--- src/rtl/jt12_pkg.sv ---
// Shared definitions for the JT12 operator control slice: field widths,
// the 44-bit operator register layout, operator order and channel codes.
package jt12_pkg;

  localparam int TL_W   = 7;
  localparam int DT1_W  = 3;
  localparam int MUL_W  = 4;
  localparam int KS_W   = 2;
  localparam int AR_W   = 5;
  localparam int D1R_W  = 5;
  localparam int D2R_W  = 5;
  localparam int SL_W   = 4;
  localparam int RR_W   = 4;
  localparam int SSG_W  = 3;
  localparam int OP_W   = 44;

  // Operator register layout, MSB first
  typedef struct packed {
    logic [TL_W-1:0]  tl;
    logic [DT1_W-1:0] dt1;
    logic [MUL_W-1:0] mul;
    logic [KS_W-1:0]  ks;
    logic [AR_W-1:0]  ar;
    logic             amsen;
    logic [D1R_W-1:0] d1r;
    logic [D2R_W-1:0] d2r;
    logic [SL_W-1:0]  sl;
    logic [RR_W-1:0]  rr;
    logic             ssg_en;
    logic [SSG_W-1:0] ssg_eg;
  } op_regs_t;

  // Operator order as presented on next_op
  localparam logic [1:0] OP_S1 = 2'd0;
  localparam logic [1:0] OP_S3 = 2'd1;
  localparam logic [1:0] OP_S2 = 2'd2;
  localparam logic [1:0] OP_S4 = 2'd3;

  // Channel codes that never address a channel
  localparam logic [2:0] CH_INV_A = 3'd3;
  localparam logic [2:0] CH_INV_B = 3'd7;
  localparam logic [2:0] CSM_CH   = 3'd2;

  // True when a channel code addresses an existing channel
  function automatic logic ch_valid(input logic [2:0] ch, input int num_ch);
    logic ok;
    ok = 1'b1;
    if (ch == CH_INV_A || ch == CH_INV_B) ok = 1'b0;
    if (num_ch == 3 && ch >= 3'd4) ok = 1'b0;
    return ok;
  endfunction

  // Picks the key-on mask bit (din[7:4]) belonging to an operator code
  function automatic logic kon_mask_bit(input logic [3:0] mask, input logic [1:0] op);
    logic b;
    case (op)
      OP_S1:   b = mask[0];
      OP_S2:   b = mask[1];
      OP_S3:   b = mask[2];
      default: b = mask[3];
    endcase
    return b;
  endfunction

endpackage

--- src/rtl/jt12_op_sh.sv ---
// Circular-store building block: W bits x STAGES shift register that
// advances only on clk_en; async active-low reset to RST_VAL.
module jt12_op_sh #(
  parameter int             W       = 1,
  parameter int             STAGES  = 2,
  parameter logic [W-1:0]   RST_VAL = '0
) (
  input  logic         clk,
  input  logic         rst,
  input  logic         clk_en,
  input  logic [W-1:0] din,
  output logic [W-1:0] drop
);

  genvar gi;

  generate
    for (gi = 0; gi < STAGES; gi++) begin : g_stage
      logic [W-1:0] q_reg;
      logic [W-1:0] d;

      if (gi == 0) begin : g_first
        assign d = din;
      end else begin : g_rest
        assign d = g_stage[gi-1].q_reg;
      end

      // One pipeline stage, held while clk_en is low
      always_ff @(posedge clk or negedge rst) begin
        if (!rst) begin
          q_reg <= RST_VAL;
        end else if (clk_en) begin
          q_reg <= d;
        end
      end
    end
  endgenerate

  assign drop = g_stage[STAGES-1].q_reg;

endmodule

--- src/rtl/jt12_op_ctrl.sv ---
// JT12 operator control: per-slot operator register store, key-on store
// and modulator input routing. Optional CSM key-on under JT12_CSM_EN.
module jt12_op_ctrl
  import jt12_pkg::*;
#(
  parameter int NUM_CH = 6
) (
  input  logic            clk,
  input  logic            rst,
  input  logic            clk_en,
  input  logic [7:0]      din,
  input  logic            up_dt1,
  input  logic            up_tl,
  input  logic            up_ks_ar,
  input  logic            up_amen_dr,
  input  logic            up_sr,
  input  logic            up_sl_rr,
  input  logic            up_ssgeg,
  input  logic            update_op_I,
  input  logic            update_op_II,
  input  logic            update_op_IV,
  input  logic            up_keyon,
  input  logic [1:0]      next_op,
  input  logic [2:0]      next_ch,
  input  logic            csm,
  input  logic            overflow_A,
  input  logic [2:0]      alg_I,
  input  logic            s1_enters,
  input  logic            s2_enters,
  input  logic            s3_enters,
  input  logic            s4_enters,
  output logic [OP_W-1:0] op_regs,
  output logic            keyon_I,
  output logic            use_prevprev1,
  output logic            use_internal_x,
  output logic            use_internal_y,
  output logic            use_prev2,
  output logic            use_prev1
);

  localparam int SLOTS = 4 * NUM_CH;

  op_regs_t op_last;
  op_regs_t op_next;
  logic     kon_last;
  logic     kon_next;
  logic     csm_force;

  // Operator register ring; the slot leaving the ring re-enters with edits
  jt12_op_sh #(
    .W      (OP_W),
    .STAGES (SLOTS),
    .RST_VAL('0)
  ) u_op_sh (
    .clk   (clk),
    .rst   (rst),
    .clk_en(clk_en),
    .din   (op_next),
    .drop  (op_last)
  );

  assign op_regs = op_last;

  // Field replacement: each write strobe is qualified by its stage select
  always_comb begin
    op_next = op_last;
    if (update_op_I) begin
      if (up_dt1)     op_next.dt1 = din[6:4];
      if (up_ks_ar)   op_next.ar  = din[4:0];
      if (up_amen_dr) op_next.d1r = din[4:0];
      if (up_sr)      op_next.d2r = din[4:0];
      if (up_sl_rr) begin
        op_next.sl = din[7:4];
        op_next.rr = din[3:0];
      end
      if (up_ssgeg) begin
        op_next.ssg_en = din[3];
        op_next.ssg_eg = din[2:0];
      end
    end
    if (update_op_II) begin
      if (up_dt1)   op_next.mul = din[3:0];
      if (up_ks_ar) op_next.ks  = din[7:6];
    end
    if (update_op_IV) begin
      if (up_tl)      op_next.tl    = din[6:0];
      if (up_amen_dr) op_next.amsen = din[7];
    end
  end

`ifdef JT12_CSM_EN
  assign csm_force = csm & overflow_A & (next_ch == CSM_CH);
`else
  logic unused_csm;
  assign csm_force  = 1'b0;
  assign unused_csm = csm ^ overflow_A;
`endif

  // Key-on ring; one bit per slot, in step with next_op/next_ch
  jt12_op_sh #(
    .W      (1),
    .STAGES (SLOTS),
    .RST_VAL(1'b0)
  ) u_kon_sh (
    .clk   (clk),
    .rst   (rst),
    .clk_en(clk_en),
    .din   (kon_next),
    .drop  (kon_last)
  );

  // Key-on bit update: CPU write for the addressed channel, CSM overrides it
  always_comb begin
    kon_next = kon_last;
    if (up_keyon && ch_valid(din[2:0], NUM_CH) && (next_ch == din[2:0])) begin
      kon_next = kon_mask_bit(din[7:4], next_op);
    end
    if (csm_force) begin
      kon_next = 1'b1;
    end
  end

  // Registered key-on of the slot just presented
  always_ff @(posedge clk or negedge rst) begin
    if (!rst) begin
      keyon_I <= 1'b0;
    end else if (clk_en) begin
      keyon_I <= kon_next;
    end
  end

  // Modulator input routing for the operator currently entering
  always_comb begin
    use_prevprev1  = 1'b0;
    use_internal_x = 1'b0;
    use_internal_y = 1'b0;
    use_prev2      = 1'b0;
    use_prev1      = 1'b0;
    if (s1_enters) begin
      use_prevprev1 = 1'b1;
      use_prev1     = 1'b1;
    end
    if (s3_enters) begin
      if (alg_I == 3'd5)  use_prevprev1 = 1'b1;
      if (alg_I <= 3'd2)  use_prev2     = 1'b1;
      if (alg_I == 3'd1)  use_prev1     = 1'b1;
    end
    if (s2_enters) begin
      case (alg_I)
        3'd0, 3'd3, 3'd4, 3'd5, 3'd6: use_prev1 = 1'b1;
        default: ;
      endcase
    end
    if (s4_enters) begin
      if (alg_I == 3'd3)                   use_prev2      = 1'b1;
      if (alg_I == 3'd2)                   use_internal_x = 1'b1;
      if (alg_I <= 3'd1)                   use_internal_y = 1'b1;
      if (alg_I == 3'd0 || alg_I == 3'd5)  use_prev1      = 1'b1;
    end
  end

endmodule

--- config.mk ---
export PLATFORM = sky130hd
export DESIGN_NAME = jt12_op_ctrl
export DESIGN_NICKNAME = d
export VERILOG_FILES = /design/src/rtl/jt12_pkg.sv /design/src/rtl/jt12_op_sh.sv /design/src/rtl/jt12_op_ctrl.sv
export SDC_FILE = /design/constraint.sdc
export NUM_CORES = 1
export LEC_CHECK = 0
export ABC_CLOCK_PERIOD_IN_PS = 2550
export BUFFER_PORTS_ARGS = -buffer_cell sky130_fd_sc_hd__buf_2
export CORE_UTILIZATION = 40
export CTS_BUF_LIST = sky130_fd_sc_hd__clkbuf_8
export CTS_CLUSTER_DIAMETER = 30
export DETAILED_ROUTE_END_ITERATION = 8
export PLACE_DENSITY = 0.59
export SYNTH_ARGS = -nofsm -noshare
export SYNTH_HDL_FRONTEND = slang
export SYNTH_SLANG_ARGS = --single-unit
--- constraint.sdc ---
create_clock -name clk -period 2.55 [get_ports clk]
set_clock_uncertainty 0.1 [all_clocks]
set_input_delay 0.3825 -clock clk [delete_from_list [all_inputs] [get_ports clk]]
set_output_delay 0.3825 -clock clk [all_outputs]
set_load 0.05 [all_outputs]
==> run summary, run 1 <==
CP Class = in2reg
Overflow after GRT = 0
Fin. Hold Viols = 0
DRC = 0
via count = 19932
P_int = 44.1 mW
die area = 105000 um^2
required time of the critical path = 3190 ps
Max Slew Vio Count = 0
Die X = 324 um
total power = 60.0 mW
CP Launch Type = primary input
nets = 2726
first-pass GRT wire length = 115 mm
fmax = 0.412 GHz
# clock sinks = 1080
crit end category = flip-flop
Synth warnings = 0
leakage = 23.0 nW
syn_nets = 2448
outcome = complete, no violations
area delta synth->final = 18.4%
CTS tree = built
Logic pwr share = 19.2%
1st-iter DRT viols = 821
slew margin rel. = 31.8%
CTS max path bufs = 3
WP data arrival = 3070 ps
Avg Synthesized Cell Area = 17.2 um^2
Seq pwr share = 47.9%
commonest cells after routing, fill and taps aside = dfrtp_1 (1080), mux2_2 (835), clkbuf_8 (258)
commonest non-fill, non-tap cell in the layout = dfrtp_1
Final Cycle Share = 95.2%
GRT Total Usage = 13.5%
WL per Instance = 15.8 um
Initial Util = 40.6%
I/O pins = 86
cts repair resizes = 0
H-tree levels = 4
Final HPWL DP = 41.2 mm
post-CTS repair timing setup buffer count = 0
Worst-Margin Slew = 1020 ps
Final Setup Violations = 0
hold buffers post-CTS = 22
maximum VDD drop = 0.000662 V
Netlist cell types = 24
sw frac = 26.5%
Mapped Area = 41400 um^2
final WL = 67.1 mm
TritonRoute pass-1 iters = 4
setup TNS = 0 ps
post-layout minimum cycle time = 2430 ps
number of port buffers = 83
clock power share = 32.8%
register area share after synthesis = 65.2%
Largest register FFs = 968
Die Y = 324 um
number of global-route vias before repair = 22048
FP Rows = 117
CTS Buf Count = 212
P_sw = 15.9 mW
Final GP Congestion = 0.733
Clock Latency Late Sink = 850 ps
Vias/cell = 4.70
max cap viols = 0
RSZ-0062 raised after global routing = false
clk slew on worst S/H paths = 60 ps
Root Buffer = clkbuf_8
initial antenna violation count = 3
CP Max Fanout = 8
ANT nets after route = 0
PD cells = 1220 nW/um^2
Tightest Hold Check Type = in2reg
Core Area = 102000 um^2
Syn Inst Count = 2412
count of state elements after synthesis = 1080
largest net degree at the start of global routing = 79
share of layout cells above drive strength 1 = 54.7%
[power groups by stage]
stage                     Clock, mW  Sequential (mW)  Combinational, mW
after CTS                      20.4             28.9               11.8
final                          19.7             28.8               11.5
after detailed placement          0             29.1               11.6
after floorplan                   0             28.7               8.49
after global routing           21.2             29.8               12.6
after global placement            0             28.7               11.2
[kinds of logic (layout without fill, tap and decap cells)]
group	after synthesis	after routing	synth area share, %
mux	1081	1081	31.1
flops	1080	1080	65.2
buf+inv	130	586	2.33
simple gates	67	67	0.661
compound gates	51	51	0.649
xor+xnor	3	3	0.0634
other cells	0	1	0
[path summary, 6_finish.rpt]
path,depth (start not counted),startpoint,slack (ps),end
hold / removal,4,up_sr,90,u_op_sh.g_stage[0].q_reg[13]
hold reg to reg,1,u_op_sh.g_stage[19].q_reg[43],380,u_op_sh.g_stage[20].q_reg[43]
min in group asynchronous,3,rst,260,u_op_sh.g_stage[1].q_reg[3]
max in group asynchronous,3,rst,640,u_op_sh.g_stage[21].q_reg[2]
setup reg to reg,3,u_op_sh.drop[28],1120,u_op_sh.g_stage[0].q_reg[28]
setup / recovery,8,din[2],120,u_kon_sh.g_stage[0].q_reg
[cell type report]
type,count,area [um^2]
Clock buffer,258,3550
Sequential cell,1080,27000
Fill cell,8710,53100
Timing Repair Buffer,194,1850
Clock inverter,134,1470
Tap cell,1368,1710
Multi-Input combinational cell,1202,13500
Antenna cell,1,2.50
[synthesized netlist by cell type, drive strengths merged]
library cell | count | area, um^2
nor3 | 1 | 5.00
nand2 | 13 | 48.8
or3 | 1 | 6.26
o2111ai | 1 | 15.0
mux4 | 1 | 22.5
nand3 | 1 | 5.00
nor4bb | 1 | 10.0
o22ai | 1 | 6.26
mux2 | 1035 | 12400
nor2b | 1 | 6.26
xnor2 | 3 | 26.3
dfrtp | 1080 | 27000
and3b | 1 | 8.76
nor2 | 47 | 176
clkbuf | 6 | 22.5
nor3b | 1 | 7.51
a21o | 1 | 7.51
mux2i | 45 | 450
o21ai | 1 | 5.00
a21oi | 47 | 235
buf | 124 | 942
[per-stage QoR]
step | area (um^2) | instances | hold WS [ps] | util [%] | setup slack [ps]
2_1_floorplan | 41400 | 2412 | -13.1 | - | 383
3_3_place_gp | 43800 | 3822 | 306 | 42.9 | 608
3_5_place_dp | 43800 | 3822 | 309 | 42.9 | 675
4_1_cts | 49100 | 4236 | 4.27 | 48.0 | 245
5_1_grt | 49100 | 4237 | 71.4 | 48.0 | 111
6_report | 49100 | 4237 | 88.1 | 48.0 | 123
[worst max-delay path: stages]
cell and delay, ps:
dlygate4sd3_1 520, buf_2 410, xnor2_1 210, o2111ai_2 130, dlygate4sd3_1 600, mux2i_1 120
dlygate4sd3_1 550, a21oi_1 150
[layer usage]
layer	share of wire [%]	vias up	track usage, %
li1	-	9159	-
met1	47	10369	18.3
met2	46	259	20.6
met3	3.7	145	3.40
met4	2.5	0	5.51
met5	0	-	0
Note: power is estimated with default switching activity, not from simulation.
==> inputs of run 2 (changes only) <==
--- a/config.mk
+++ b/config.mk
@@ -5,8 +5,9 @@
 export SDC_FILE = /design/constraint.sdc
 export NUM_CORES = 1
 export LEC_CHECK = 0
-export ABC_CLOCK_PERIOD_IN_PS = 2550
+export ABC_CLOCK_PERIOD_IN_PS = 2600
 export BUFFER_PORTS_ARGS = -buffer_cell sky130_fd_sc_hd__buf_2
+export CORE_ASPECT_RATIO = 0.9
 export CORE_UTILIZATION = 40
 export CTS_BUF_LIST = sky130_fd_sc_hd__clkbuf_8
 export CTS_CLUSTER_DIAMETER = 30
==> constraint.sdc (replaced) <==
create_clock -name clk -period 2.6 [get_ports clk]
set_clock_uncertainty 0.1 [all_clocks]
set_input_delay 0.39 -clock clk [delete_from_list [all_inputs] [get_ports clk]]
set_output_delay 0.39 -clock clk [all_outputs]
set_load 0.05 [all_outputs]
==> run 2 against run 1 <==
Die area unchanged. Register-to-register slack improved by 60 ps. Power decreased by 3.7%. Sequential power decreased by 2%. Combinational power about the same. Setup slack got worse by 28 ps. Via count decreased by 0.79%. Non-clock buffer count decreased by 16. Cell area decreased by 0.99%.
==> run summary, run 2 (synthesized netlist as in run 1, its figures left out) <==
CTS max path bufs = 3
clk slew on worst S/H paths = 60 ps
Logic pwr share = 19.6%
FP Rows = 111
P_sw = 15.6 mW
Tightest Hold Check Type = in2reg
TritonRoute pass-1 iters = 4
Core Util, Final = 47.5%
H-tree levels = 4
# clock sinks = 1080
1st-iter DRT viols = 847
fmax = 0.399 GHz
CTS tree = built
Final Setup Violations = 0
PD cells = 1190 nW/um^2
hold endpoint = u_op_sh.g_stage[0].q_reg[19]
Final HPWL DP = 39.7 mm
Clock Latency Late Sink = 830 ps
Final GP Congestion = 0.754
outcome = complete, no violations
number of fill cells = 8717
maximum VDD drop = 0.000518 V
WP data arrival = 3070 ps
Initial Util = 40.5%
area occupied by multi-input gates = 13400 um^2
Fin. Hold Viols = 0
CP Max Fanout = 9
leakage = 22.8 nW
CTS Buf Count = 203
Die X = 341 um
area delta synth->final = 17.2%
hold path depth = 4
Worst Min Path Start = up_amen_dr
first-pass GRT wire length = 114 mm
Worst-Margin Slew = 752 ps
post-layout minimum cycle time = 2500 ps
max cap viols = 0
I/O pins = 86
ANT nets after route = 0
number of port buffers = 83
Max Slew Vio Count = 0
crit end category = flip-flop
total power = 57.8 mW
WL per Instance = 15.9 um
r2r setup slk = 1180 ps
final WL = 66.5 mm
commonest non-fill, non-tap cell in the layout = dfrtp_1
R2R Path End = u_op_sh.g_stage[0].q_reg[34]
Layout Cells excl Fill = 4197
Root Buffer = clkbuf_8
post-CTS repair timing setup buffer count = 0
Seq. cell area = 27000 um^2
Final Cycle Share = 96.3%
RSZ-0062 raised after global routing = false
commonest cells after routing, fill and taps aside = dfrtp_1 (1080), mux2_2 (835), clkbuf_8 (235)
GRT Total Usage = 13.3%
Die Y = 307 um
CP Launch Type = primary input
R2R Path Start = u_op_sh.drop[34]
setup TNS = 0 ps
die area = 105000 um^2
via count = 19775
DRC = 0
sw frac = 27.0%
Critical path origin = din[1]
Seq pwr share = 48.8%
placed insts = 3790
initial antenna violation count = 1
largest net degree at the start of global routing = 109
Core Area = 102000 um^2
worst reg-to-reg path cell count = 3
clock power share = 31.6%
Vias/cell = 4.71
CP Class = in2reg
share of layout cells above drive strength 1 = 53.8%
P_int = 42.2 mW
required time of the critical path = 3170 ps
slew margin rel. = 49.7%
nets = 2701
Largest register FFs = 968
Overflow after GRT = 0
number of global-route vias before repair = 22003
-- run 2: final cells by class --
| cell class | instances | area share, % |
|---|---|---|
| flip-flops and latches | 1080 | 55.6 |
| multi-input cells | 1202 | 27.7 |
| clock buffers | 235 | 6.66 |
| repair buffers | 178 | 3.50 |
| well taps | 1356 | 3.49 |
| clock inverters | 145 | 3.02 |
| diodes | 1 | 0.00515 |
-- run 2: how the worst max path moves through the flow --
| stage | slack [ps] | end |
|---|---|---|
| 2_1_floorplan | 1 | use_internal_x |
| 3_3_place_gp | 640 | use_prev1 |
| 3_5_place_dp | 640 | u_op_sh.g_stage[0].q_reg[0] |
| 4_1_cts | 200 | u_kon_sh.g_stage[0].q_reg |
| 5_1_grt | 70 | u_kon_sh.g_stage[0].q_reg |
| 6_report | 100 | u_kon_sh.g_stage[0].q_reg |
-- run 2: power by group through the flow --
stage               Sequential (mW)  Combinational [mW]  Clock [mW]
floorplan                      28.1                8.32           0
global placement               28.1                10.9           0
detailed placement             28.5                11.4           0
CTS                            28.3                11.5        18.9
global route                   29.3                12.3        19.7
finish                         28.2                11.3        18.3
-- run 2: critical path: stages --
cell	delay [ps]
dlygate4sd3_1	530
buf_2	260
and3b_1	260
o2111ai_2	190
dlygate4sd3_1	600
mux2i_1	190
dlygate4sd3_1	570
a21oi_1	70
-- run 2: repair_timing --
action	CTS	global route
gates resized for setup	0	0
hold endpoints to repair	685	0
hold buffers	26	0
-- run 2: stage by stage --
stage | hold WS [ps] | setup slack, ps | instance area (um^2)
after detailed placement | 245 | 636 | 43600
after CTS | 51.0 | 200 | 48600
final | 151 | 96.0 | 48600
after floorplan | -5.59 | 1.47 | 41400
after global routing | 112 | 72.1 | 48600
after global placement | 244 | 637 | 43600
-- run 2: per-layer routing --
metal  part of all wire (%)  GRT usage [%]
met2                     46           20.3
met3                    4.1           3.30
met1                     47           18.1
met4                    2.3           5.46
met5                      0              0
==> inputs of run 3 (changes only) <==
--- a/config.mk
+++ b/config.mk
@@ -8,11 +8,11 @@
 export ABC_CLOCK_PERIOD_IN_PS = 2600
 export BUFFER_PORTS_ARGS = -buffer_cell sky130_fd_sc_hd__buf_2
 export CORE_ASPECT_RATIO = 0.9
-export CORE_UTILIZATION = 40
+export CORE_UTILIZATION = 45
 export CTS_BUF_LIST = sky130_fd_sc_hd__clkbuf_8
 export CTS_CLUSTER_DIAMETER = 30
 export DETAILED_ROUTE_END_ITERATION = 8
-export PLACE_DENSITY = 0.59
+export PLACE_DENSITY = 0.64
 export SYNTH_ARGS = -nofsm -noshare
 export SYNTH_HDL_FRONTEND = slang
 export SYNTH_SLANG_ARGS = --single-unit
==> run 3 against run 2 <==
Wire length down 0.54%. Combinational power hardly changed. Sequential share of layout area is 0.25 points higher. Register-to-register slack worse by 580 ps. Cell area decreased by 0.45%. First-iteration DRC count fell by 6.3%. Count of clock-buffer cells in the layout up 3. Via count barely moved.
==> run summary, run 3 (synthesized netlist as in run 1, its figures left out) <==
post-layout minimum cycle time = 2500 ps
slew margin rel. = 51.6%
r2r setup slk = 600 ps
nets = 2711
CP Launch Type = primary input
Core Area = 91200 um^2
final WL = 66.2 mm
Root Buffer = clkbuf_8
WP data arrival = 3090 ps
Overflow after GRT = 0
share of layout cells above drive strength 1 = 53.8%
I/O pins = 86
hold buffers post-CTS = 23
crit end category = flip-flop
setup TNS = 0 ps
CTS Buf Count = 202
Final HPWL DP = 40.4 mm
Die X = 322 um
Initial Util = 45.4%
ANT nets after route = 0
worst reg-to-reg path cell count = 4
max cap viols = 0
CP Class = in2reg
largest net degree at the start of global routing = 88
Core Util, Final = 53.0%
Design Area, Final = 48400 um^2
WL per Instance = 16.3 um
Clock Latency Late Sink = 830 ps
Final GP Congestion = 0.739
Worst-Margin Slew = 724 ps
Fin. Hold Viols = 0
Vias/cell = 4.86
outcome = complete, no violations
first-pass GRT wire length = 113 mm
Placed Area = 43500 um^2
Tightest Hold Check Type = in2reg
via count = 19793
CTS tree = built
TritonRoute pass-1 iters = 4
RSZ-0062 raised after global routing = false
post-CTS repair timing setup buffer count = 0
number of port buffers = 83
area delta synth->final = 16.7%
CP Max Fanout = 9
Largest register FFs = 968
FP Rows = 105
initial antenna violation count = 3
commonest non-fill, non-tap cell in the layout = dfrtp_1
Die Y = 290 um
# clock sinks = 1080
required time of the critical path = 3200 ps
DRC = 0
maximum VDD drop = 0.000581 V
commonest cells after routing, fill and taps aside = dfrtp_1 (1080), mux2_2 (835), clkbuf_8 (238)
CTS max path bufs = 3
number of global-route vias before repair = 21981
GRT Total Usage = 14.9%
PD cells = 1190 nW/um^2
Max Slew Vio Count = 0
fmax = 0.400 GHz
Final Setup Violations = 0
Final Cycle Share = 96.1%
H-tree levels = 4
1st-iter DRT viols = 794
die area = 93300 um^2
cts repair resizes = 0
hold path depth = 4
leakage = 22.8 nW
clk slew on worst S/H paths = 60 ps
## run 3: layer usage
| metal | share of wire [%] | wire length, um | GRT usage (%) |
|---|---|---|---|
| met4 | 2.1 | 1370 | 5.73 |
| met3 | 3.4 | 2240 | 3.43 |
| met5 | 0 | 0 | 0 |
| met1 | 47 | 31400 | 20.7 |
| met2 | 47 | 31200 | 22.8 |
## run 3: worst max-delay path, stage by stage
cell and delay, ps:
dlygate4sd3_1 520, buf_2 440, and3b_1 250, o2111ai_2 130
dlygate4sd3_1 600, mux2i_1 140, dlygate4sd3_1 560, a21oi_1 60
## run 3: path summary, 6_finish.rpt
check,start,endpoint
min reg2reg,u_op_sh.g_stage[22].q_reg[38],u_op_sh.drop[38]
min,up_sr,u_op_sh.g_stage[0].q_reg[15]
max,din[1],u_kon_sh.g_stage[0].q_reg
min in group asynchronous,rst,u_op_sh.g_stage[8].q_reg[16]
max in group asynchronous,rst,u_op_sh.g_stage[6].q_reg[30]
max reg2reg,u_op_sh.drop[28],u_op_sh.g_stage[0].q_reg[28]
## run 3: metrics by stage
stage,worst slack (ps),hold slack [ps],std cells,power (mW)
final,102,110,4069,57.6
after global routing,62.5,73.4,4069,60.9
after CTS,158,10.5,4066,58.4
after detailed placement,655,246,3678,39.9
after global placement,644,243,3678,39.0
after floorplan,1.47,-5.59,2412,36.5
## run 3: final cells by class
cell class / count / area [um^2]
fillers: 7342 / 42800
clock buffers: 238 / 3280
multi-input cells: 1202 / 13400
diodes: 3 / 7.51
flip-flops and latches: 1080 / 27000
clock inverters: 127 / 1310
repair buffers: 189 / 1750
well taps: 1230 / 1540
## run 3: power breakdown
part	total (mW)	internal [mW]	switching [mW]	leakage, nW
Clock	18.0	10.8	7.17	2.50
Combinational	11.3	7.09	4.25	6.92
Sequential	28.3	24.3	3.99	13.3
